**config.mk**
```make
export PLATFORM = sky130hd
export DESIGN_NAME = div_sgn
export DESIGN_NICKNAME = d
export VERILOG_FILES = /design/src/rtl/div_sgn.sv
export SDC_FILE = /design/constraint.sdc
export NUM_CORES = 1
export LEC_CHECK = 0
export CORE_MARGIN = 4
export CORE_UTILIZATION = 55
export DETAILED_ROUTE_END_ITERATION = 6
export PLACE_DENSITY = 0.76
export SETUP_SLACK_MARGIN = 0.1
export SLEW_MARGIN = 20
export SYNTH_ARGS = -nofsm -noshare
export SYNTH_HDL_FRONTEND = slang
export SYNTH_SLANG_ARGS = --single-unit
export TNS_END_PERCENT = 10
```
**constraint.sdc**
```tcl
create_clock -name i_clk -period 3.04 [get_ports i_clk]
set_clock_uncertainty 0.2 [all_clocks]
set_input_delay 0.608 -clock i_clk [delete_from_list [all_inputs] [get_ports i_clk]]
set_output_delay 0.608 -clock i_clk [all_outputs]
set_load 0.1 [all_outputs]
```
**src/rtl/div_sgn.sv**
```systemverilog
// -----------------------------------------------------------------------------
// div_sgn
// Sequential restoring divider: 2N-bit dividend by N-bit divisor, one quotient
// bit per clock. Each operation is signed (two's complement) or unsigned,
// selected when it is started. Divide-by-zero and the common overflow case are
// caught up front and finish in a single clock. Results are held until the
// next accepted start.
//
// Ports
//   i_clk        clock, rising edge
//   i_rst        asynchronous reset, active low
//   i_start      start request, sampled only while o_busy = 0
//   i_sgn        1 = signed operands, 0 = unsigned (latched with start)
//   i_num        2N-bit dividend (latched with start)
//   i_denom      N-bit divisor (latched with start)
//   o_quotient   N-bit quotient, held until the next accepted start
//   o_remainder  N-bit remainder, held until the next accepted start
//   o_busy       operation in progress; start is ignored while high
//   o_rdy        results valid, from completion until the next accepted start
//   o_overflow   quotient not representable in N bits for the selected mode
//   o_dbz        divisor was zero
//
// State  | meaning
// -------+--------------------------------------------------------------------
// IDLE   | waiting for start, no result yet
// CALC   | N shift/subtract iterations on the operand magnitudes
// FIX    | apply signs, signed range check, publish results
// DONE   | results valid; accepts start. With busy still set it is the one
//        | clock that publishes a precheck (dbz/overflow) outcome
// -----------------------------------------------------------------------------
module div_sgn #(
    parameter int N = 8
) (
    input  logic           i_clk,
    input  logic           i_rst,
    input  logic           i_start,
    input  logic           i_sgn,
    input  logic [2*N-1:0] i_num,
    input  logic [N-1:0]   i_denom,
    output logic [N-1:0]   o_quotient,
    output logic [N-1:0]   o_remainder,
    output logic           o_busy,
    output logic           o_rdy,
    output logic           o_overflow,
    output logic           o_dbz
);

    localparam int              CW       = (N > 2) ? $clog2(N) : 1;
    localparam logic [CW-1:0]   CNT_LAST = CW'(N - 1);
    localparam logic [N-1:0]    HALF     = {1'b1, {(N-1){1'b0}}};

    typedef enum logic [1:0] {
        S_IDLE = 2'd0,
        S_CALC = 2'd1,
        S_FIX  = 2'd2,
        S_DONE = 2'd3
    } state_t;

    state_t         r_state;
    logic [CW-1:0]  r_cnt;
    logic [N-1:0]   r_rem;       // partial remainder
    logic [N-1:0]   r_dvd;       // dividend bits not yet shifted in
    logic [N-1:0]   r_dvs;       // divisor magnitude
    logic [N-1:0]   r_quo;       // quotient magnitude being built
    logic           r_sgn;
    logic           r_sign_q;
    logic           r_sign_r;
    logic [N-1:0]   r_quotient;
    logic [N-1:0]   r_remainder;
    logic           r_busy;
    logic           r_rdy;
    logic           r_overflow;
    logic           r_dbz;

    logic [2*N-1:0] w_num_mag;
    logic [N-1:0]   w_den_mag;
    logic           w_dbz;
    logic           w_pre_ovf;
    logic [N:0]     w_shift;
    logic           w_ge;
    logic [N-1:0]   w_rem_next;
    logic           w_fix_ovf;

    // Operand magnitudes; the most negative value maps onto its correct
    // unsigned magnitude because the magnitude is treated as unsigned.
    assign w_num_mag = (i_sgn && i_num[2*N-1])  ? -i_num   : i_num;
    assign w_den_mag = (i_sgn && i_denom[N-1])  ? -i_denom : i_denom;

    assign w_dbz     = (w_den_mag == '0);
    // Upper half >= divisor means the quotient magnitude needs more than N bits.
    assign w_pre_ovf = !w_dbz && (w_num_mag[2*N-1:N] >= w_den_mag);

    // One restoring step. The shifted value is N+1 bits wide; when it is not
    // below the divisor the difference is below the divisor, so N bits hold it.
    assign w_shift    = {r_rem, r_dvd[N-1]};
    assign w_ge       = (w_shift >= {1'b0, r_dvs});
    assign w_rem_next = w_ge ? (w_shift[N-1:0] - r_dvs) : w_shift[N-1:0];

    // Signed range: a positive result may reach 2^(N-1)-1, a negative 2^(N-1).
    assign w_fix_ovf = r_sgn && (r_sign_q ? (r_quo > HALF) : (r_quo >= HALF));

    always_ff @(posedge i_clk or negedge i_rst) begin
        if (!i_rst) begin
            r_state     <= S_IDLE;
            r_cnt       <= '0;
            r_rem       <= '0;
            r_dvd       <= '0;
            r_dvs       <= '0;
            r_quo       <= '0;
            r_sgn       <= 1'b0;
            r_sign_q    <= 1'b0;
            r_sign_r    <= 1'b0;
            r_quotient  <= '0;
            r_remainder <= '0;
            r_busy      <= 1'b0;
            r_rdy       <= 1'b0;
            r_overflow  <= 1'b0;
            r_dbz       <= 1'b0;
        end else begin
            case (r_state)
                S_IDLE, S_DONE: begin
                    if (r_state == S_DONE && r_busy) begin
                        // Publish a precheck outcome one clock after accept.
                        r_busy      <= 1'b0;
                        r_rdy       <= 1'b1;
                        r_quotient  <= '0;
                        r_remainder <= '0;
                    end else if (i_start) begin
                        r_sgn      <= i_sgn;
                        r_sign_q   <= i_sgn & (i_num[2*N-1] ^ i_denom[N-1]);
                        r_sign_r   <= i_sgn & i_num[2*N-1];
                        r_dvs      <= w_den_mag;
                        r_rem      <= w_num_mag[2*N-1:N];
                        r_dvd      <= w_num_mag[N-1:0];
                        r_quo      <= '0;
                        r_cnt      <= CNT_LAST;
                        r_busy     <= 1'b1;
                        r_rdy      <= 1'b0;
                        r_dbz      <= w_dbz;
                        r_overflow <= w_pre_ovf;
                        r_state    <= (w_dbz || w_pre_ovf) ? S_DONE : S_CALC;
                    end
                end

                S_CALC: begin
                    r_rem <= w_rem_next;
                    r_dvd <= {r_dvd[N-2:0], 1'b0};
                    r_quo <= {r_quo[N-2:0], w_ge};
                    if (r_cnt == '0) begin
                        r_state <= S_FIX;
                    end else begin
                        r_cnt <= r_cnt - CW'(1);
                    end
                end

                S_FIX: begin
                    r_busy  <= 1'b0;
                    r_rdy   <= 1'b1;
                    r_state <= S_DONE;
                    if (w_fix_ovf) begin
                        r_overflow  <= 1'b1;
                        r_quotient  <= '0;
                        r_remainder <= '0;
                    end else begin
                        r_quotient  <= r_sign_q ? -r_quo : r_quo;
                        r_remainder <= r_sign_r ? -r_rem : r_rem;
                    end
                end

                default: r_state <= S_IDLE;
            endcase
        end
    end

    assign o_quotient  = r_quotient;
    assign o_remainder = r_remainder;
    assign o_busy      = r_busy;
    assign o_rdy       = r_rdy;
    assign o_overflow  = r_overflow;
    assign o_dbz       = r_dbz;

endmodule

```
Yosys cells after proc, flatten, opt, wreduce, memory -nomap -nowiden
Index checks and enable logic that the tools add are counted.

Add/subtract/negate cells: 6. $mul: 0. Divide/modulo/power cells: 0. Magnitude comparators: 4. Eq/ne operators: 10. Shift-type cells: 0. Mux-type cells: 39. Bitwise gates (word level): 4. Reductions and logical operators: 20.

Operator list (number): 2-to-1 mux 8 bit (13); case mux 8 bit (2 select lines) (5); negator 8 bit (3); 2-to-1 mux 16 bit (1); negator 16 bit (1); inequality test 2 bit, second input constant (6); >= comparator 9 x 8 -> 1 bit (1); 2-to-1 mux 3 bit (3); AND reduction 3 bit (3); >= comparator 8 bit (1); >= comparator 8 bit, second input constant (1); > comparator 8 bit, second input constant (1); logical NOT 8 bit (1); 2-to-1 mux 1 bit (8); 2-to-1 mux 2 bit (4); AND reduction 4 bit (2); subtractor 8 bit (1); case mux 1 bit (2 select lines) (3); case mux 2 bit (3 select lines) (1); case mux 3 bit (2 select lines) (1); logical AND 1 bit (5); equality test 2 bit, second input constant (2); AND reduction 2 bit (2); nonzero test 2 bit (2); other kinds (11) (12).

Register bits after elaboration: 60. Bits in latches: 0. RAM bits: 0. Memory bits (read-only): 0. Bits of input ports: 28. Output and inout port bits: 20. Logic and storage cells: 98. Memories kept: 0.

Depth between registers and ports, before layout
Depth in word-level cells: 10. Gate-level depth with buffers: 12. Depth with buffers taken out: 12.

Worst setup path after synthesis
No wires, ideal clock.

Path type: input-to-reg. Start point: in i_num[4]. End point: reg r_overflow (netlist: o_overflow). Setup time: 126 ps. Data arrival time: 2519 ps. Data required time: 2714 ps. Slack: 196 ps. Stages: 11. Path buffers: 0. Cells stage by stage: nor4_2 -> nand2_1 -> o41ai_1 -> xnor2_1 -> ha_1 -> o21ai_0 -> a21oi_1 -> or3_1 -> a21oi_1 -> nand2_1 -> o311a_1.

Word-level cells in the longest chain between the ends: 7.

RTL lines: start, declared (line 38) `input logic [2*N-1:0] i_num,`; negator 16 bit (line 86) `assign w_num_mag = (i_sgn && i_num[2*N-1]) ? -i_num : i_num;`; 2-to-1 mux 16 bit (line 86); >= comparator 8 bit (line 91) `assign w_pre_ovf = !w_dbz && (w_num_mag[2*N-1:N] >= w_den_mag);`; logical AND 1 bit (line 91); 2-to-1 mux 1 bit (line 128) `end else if (i_start) begin`; 2-to-1 mux 1 bit (line 122) `if (r_state == S_DONE && r_busy) begin`; case mux 1 bit (2 select lines) (line 120) `case (r_state)`; end signal, assigned (line 140) `r_overflow <= w_pre_ovf;`; end, declared (line 72) `logic r_overflow;`.

No other way between the ends. The select of a mux whose other input is x is not followed. A chain may end at the register's enable or synchronous reset.

Worst setup path after layout
Start point: in i_denom[1]. End point: reg r_overflow (netlist: o_overflow).

Word-level cells in the longest chain between the ends: 8. Elaborated cells on any way between the ends: 9. Those cells by class: add/sub: 1; order compare: 1; mux: 4; reduce/logical: 3.

RTL lines: start, declared (line 39) `input logic [N-1:0] i_denom,`; negator 8 bit (line 87) `assign w_den_mag = (i_sgn && i_denom[N-1]) ? -i_denom : i_denom;`; 2-to-1 mux 8 bit (*) (line 87); branches (longest 2 deep; another with >= comparator 8 bit); logical AND 1 bit (*) (line 91); 2-to-1 mux 1 bit (*) (line 128); 2-to-1 mux 1 bit (*) (line 122); case mux 1 bit (2 select lines) (*) (line 120).

Mark *: on every way between the ends. The select of a mux whose other input is x is not followed.

==> results.md <==
- Number of top-level pins: 48
- Core Area: 6870 µm²
- Post-synthesis register bit count: 60
- Critical Path AT: 3.00 ns
- Vias in the first global route: 3,595
- CP startpoint kind: input pin
- Final core utilization: 75.4%
- Sinks on Clock Net: 60
- Drt wl/cell: 15.0 µm
- Clock buffer count from CTS: 9
- Mapped Cells: 460
- Worst IR drop on VDD: 0.368 mV
- Share of cells above drive strength 1: 22.0%
- Final GP Congestion: 0.888
- Placed cell area: 4790 µm²
- Fin crit share: 96.1%
- Full die area: 8590 µm²
- Async set or reset register ratio after synthesis: 100%
- DP Wirelength: 7.25 mm
- First-pass GRT wire length: 15.9 mm
- Max-cap viol count: 0
- Leakage: 0.00244 µW
- Count leader, synth: nand2_1
- Skew-Pair Late Insertion Delay: 0.35 ns
- Largest net degree at the start of global routing: 48
- Worst path most repeated cell: nand2_1
- Seq/Total Area, Yosys: 38.1%
- FF-to-FF setup slack: 0.55 ns
- Avg Vias per Cell: 5.61
- Final min period: 2.92 ns
- Worst Path Required: 3.12 ns
- Antenna diode count: 0
- Initial antenna violation count: 0
- Total length of routed wires: 9.83 mm
- Clock buffer depth: 2
- Syn Nets: 515
- Slew Limit Headroom: 60.6%
- Worst r2r src: r_state[0]$_DFFE_PN0P_
- Worst setup EP type: register
- Post-synth EDFFs: 0
- Outcome: finished, final reports clean
- Gr usage total: 23.1%
- Final antenna-violating net count: 0
- Least-Margin Pin Slew: 0.592 ns
- Die Y-Extent: 92.7 µm
- Cell Pwr Density: 966 nW/µm²
- Slew Viols, Final: 0
- Number of H-tree levels: 3
- Row count: 30
- Via count: 3,677
- CP max-delay cell: clkdlybuf4s50_1
- Crit-path cells: clkdlybuf4s50_1 -> or3_4 -> nor3_4 -> nor3b_2 -> o21ai_2 -> ha_1 -> nand2_1 -> nor3_2 -> a21oi_2 -> nand2_1 -> o311a_1
- Pre-antenna DRT Iters: 4
- Cell accounting for the most synthesized area: dfrtp_1
- Crit path buf inv count: 1
- Synth cell count leaders: 82 x nand2_1, 60 x dfrtp_1, 36 x o21ai_0
- CP delay by family, top: simple AND/OR/NAND/NOR gates
- Synth cell types: 55
- Clock slew at reported path FFs: 0.08 ns
- Critical Path Fanout Max: 3
- Worst setup path start: i_denom[1]
- Synth top area cells: dfrtp_1 38%, ha_1 8.2%, nand2_1 7.8%
- # nets final: 609
- Top_reg_cell synth: dfrtp_1
- Drt first-iter violations: 215
- Worst hold path type: input pin to asynchronous set/reset pin
- Root buf cell: clkbuf_8
- Design Area, Final: 5180 µm²
- Die X: 92.7 µm
- Mean Syn Cell Area: 8.57 µm²
- Syn-to-layout area delta: 31.3%
- Slowest stage delay, CP: 0.44 ns
- Final setup violation count: 0
- Final Hold Vio Count: 0
- Max frequency: 342 MHz
- Ys Warns: 0
- Initial Utilization: 57.4%
- DR DRC count: 0
- Unrepaired setup endpoints after global routing: no
- Mapped Area: 3940 µm²
- Grt total ovfl: 0
- CTS tree: yes
- Hold Buf Count CTS: 0
- I/O Buffers: 47
- Share of the synthesized area in the top cell type: 38.1%
- Crit Path Category: input pin to register
## layer usage
metal	GRT usage, %	share of wire, %	vias to the layer above
li1	-	-	1801
met1	27.5	42	1751
met2	40.9	51	102
met3	4.63	5.1	23
met4	9.16	2.2	0
met5	0	0	-
## cell type report
class,instances,area (µm²)
Tap cell,96,120
Clock buffer,11,151
Clock inverter,5,83.8
Inverter,24,90.1
Sequential cell,60,1500
Multi-Input combinational cell,357,2380
Fill cell,522,1690
Timing Repair Buffer,102,846
## path summary, 6_finish.rpt
kind	depth (start not counted)	end
max in group asynchronous	2	r_dvs[7]$_DFFE_PN0P_
min reg2reg	2	o_remainder[1]$_DFFE_PN0P_
min	1	o_quotient[5]$_DFFE_PN0P_
max	11	o_overflow$_DFFE_PN0P_
max reg2reg	7	r_rem[5]$_DFFE_PN0P_
min in group i_clk	2	o_remainder[1]$_DFFE_PN0P_
## cell families after synthesis
family          after synthesis  synth area share [%]
buf+inv                      43                  4.31
xor+xnor                     32                  7.11
compound gates              127                  20.7
simple gates                165                  19.5
fa+ha+maj                    27                  8.76
flops                        60                  38.1
mux                           6                  1.55
## registers in the layout, summed over array words and instances, names as in the netlist
signal / cells
o_remainder: 8
r_sgn: 1
o_rdy: 1
r_sign_r: 1
r_cnt: 3
o_overflow: 1
r_state: 2
o_dbz: 1
r_quo: 8
r_dvd: 8
r_sign_q: 1
r_rem: 8
r_dvs: 8
o_busy: 1
o_quotient: 8
## cells in the final DEF (no fill, tap or decap), types with 16 or more instances in the layout
cell	n
inv_1	24
buf_4	74
ha_1	25
dfrtp_1	60
o31ai_1	16
xor2_1	19
nand2_1	82
a21oi_1	21
clkdlybuf4s50_1	16
nor2_1	25
o21ai_0	33
## power breakdown
part,switching [µW],total (µW),internal (µW)
logic,1820,2860,1030
registers,246,1310,1070
clock network,321,828,507
## stage by stage
step	std cells	hold slack (ns)	setup TNS, ns	total power (µW)	setup WS (ns)
after global placement	634	0.263	-0.688	4040	-0.373
final	655	0.0601	0	5000	0.118
after CTS	654	0.269	0	4980	0.118
after floorplan	460	0.112	0	3390	0.196
after global routing	655	0.113	0	5360	0.0700
after detailed placement	634	0.267	-0.918	4130	-0.491
## worst register-to-register path: cells and delay by family, from the launching register on
family / cells / cell delay, ns
fa+ha+maj: 1 / 0.41
simple gates: 2 / 0.30
flops: 1 / 0.43
buf+inv: 1 / 0.07
compound gates: 3 / 0.99
## repair_timing
item,in CTS,in global routing
gates resized for setup,17,22
pin swaps,10,17
setup endpoints to repair,2,2
setup buffers,4,1
endpoints found under the hold margin,0,0
(Power assumes the default switching activity.)
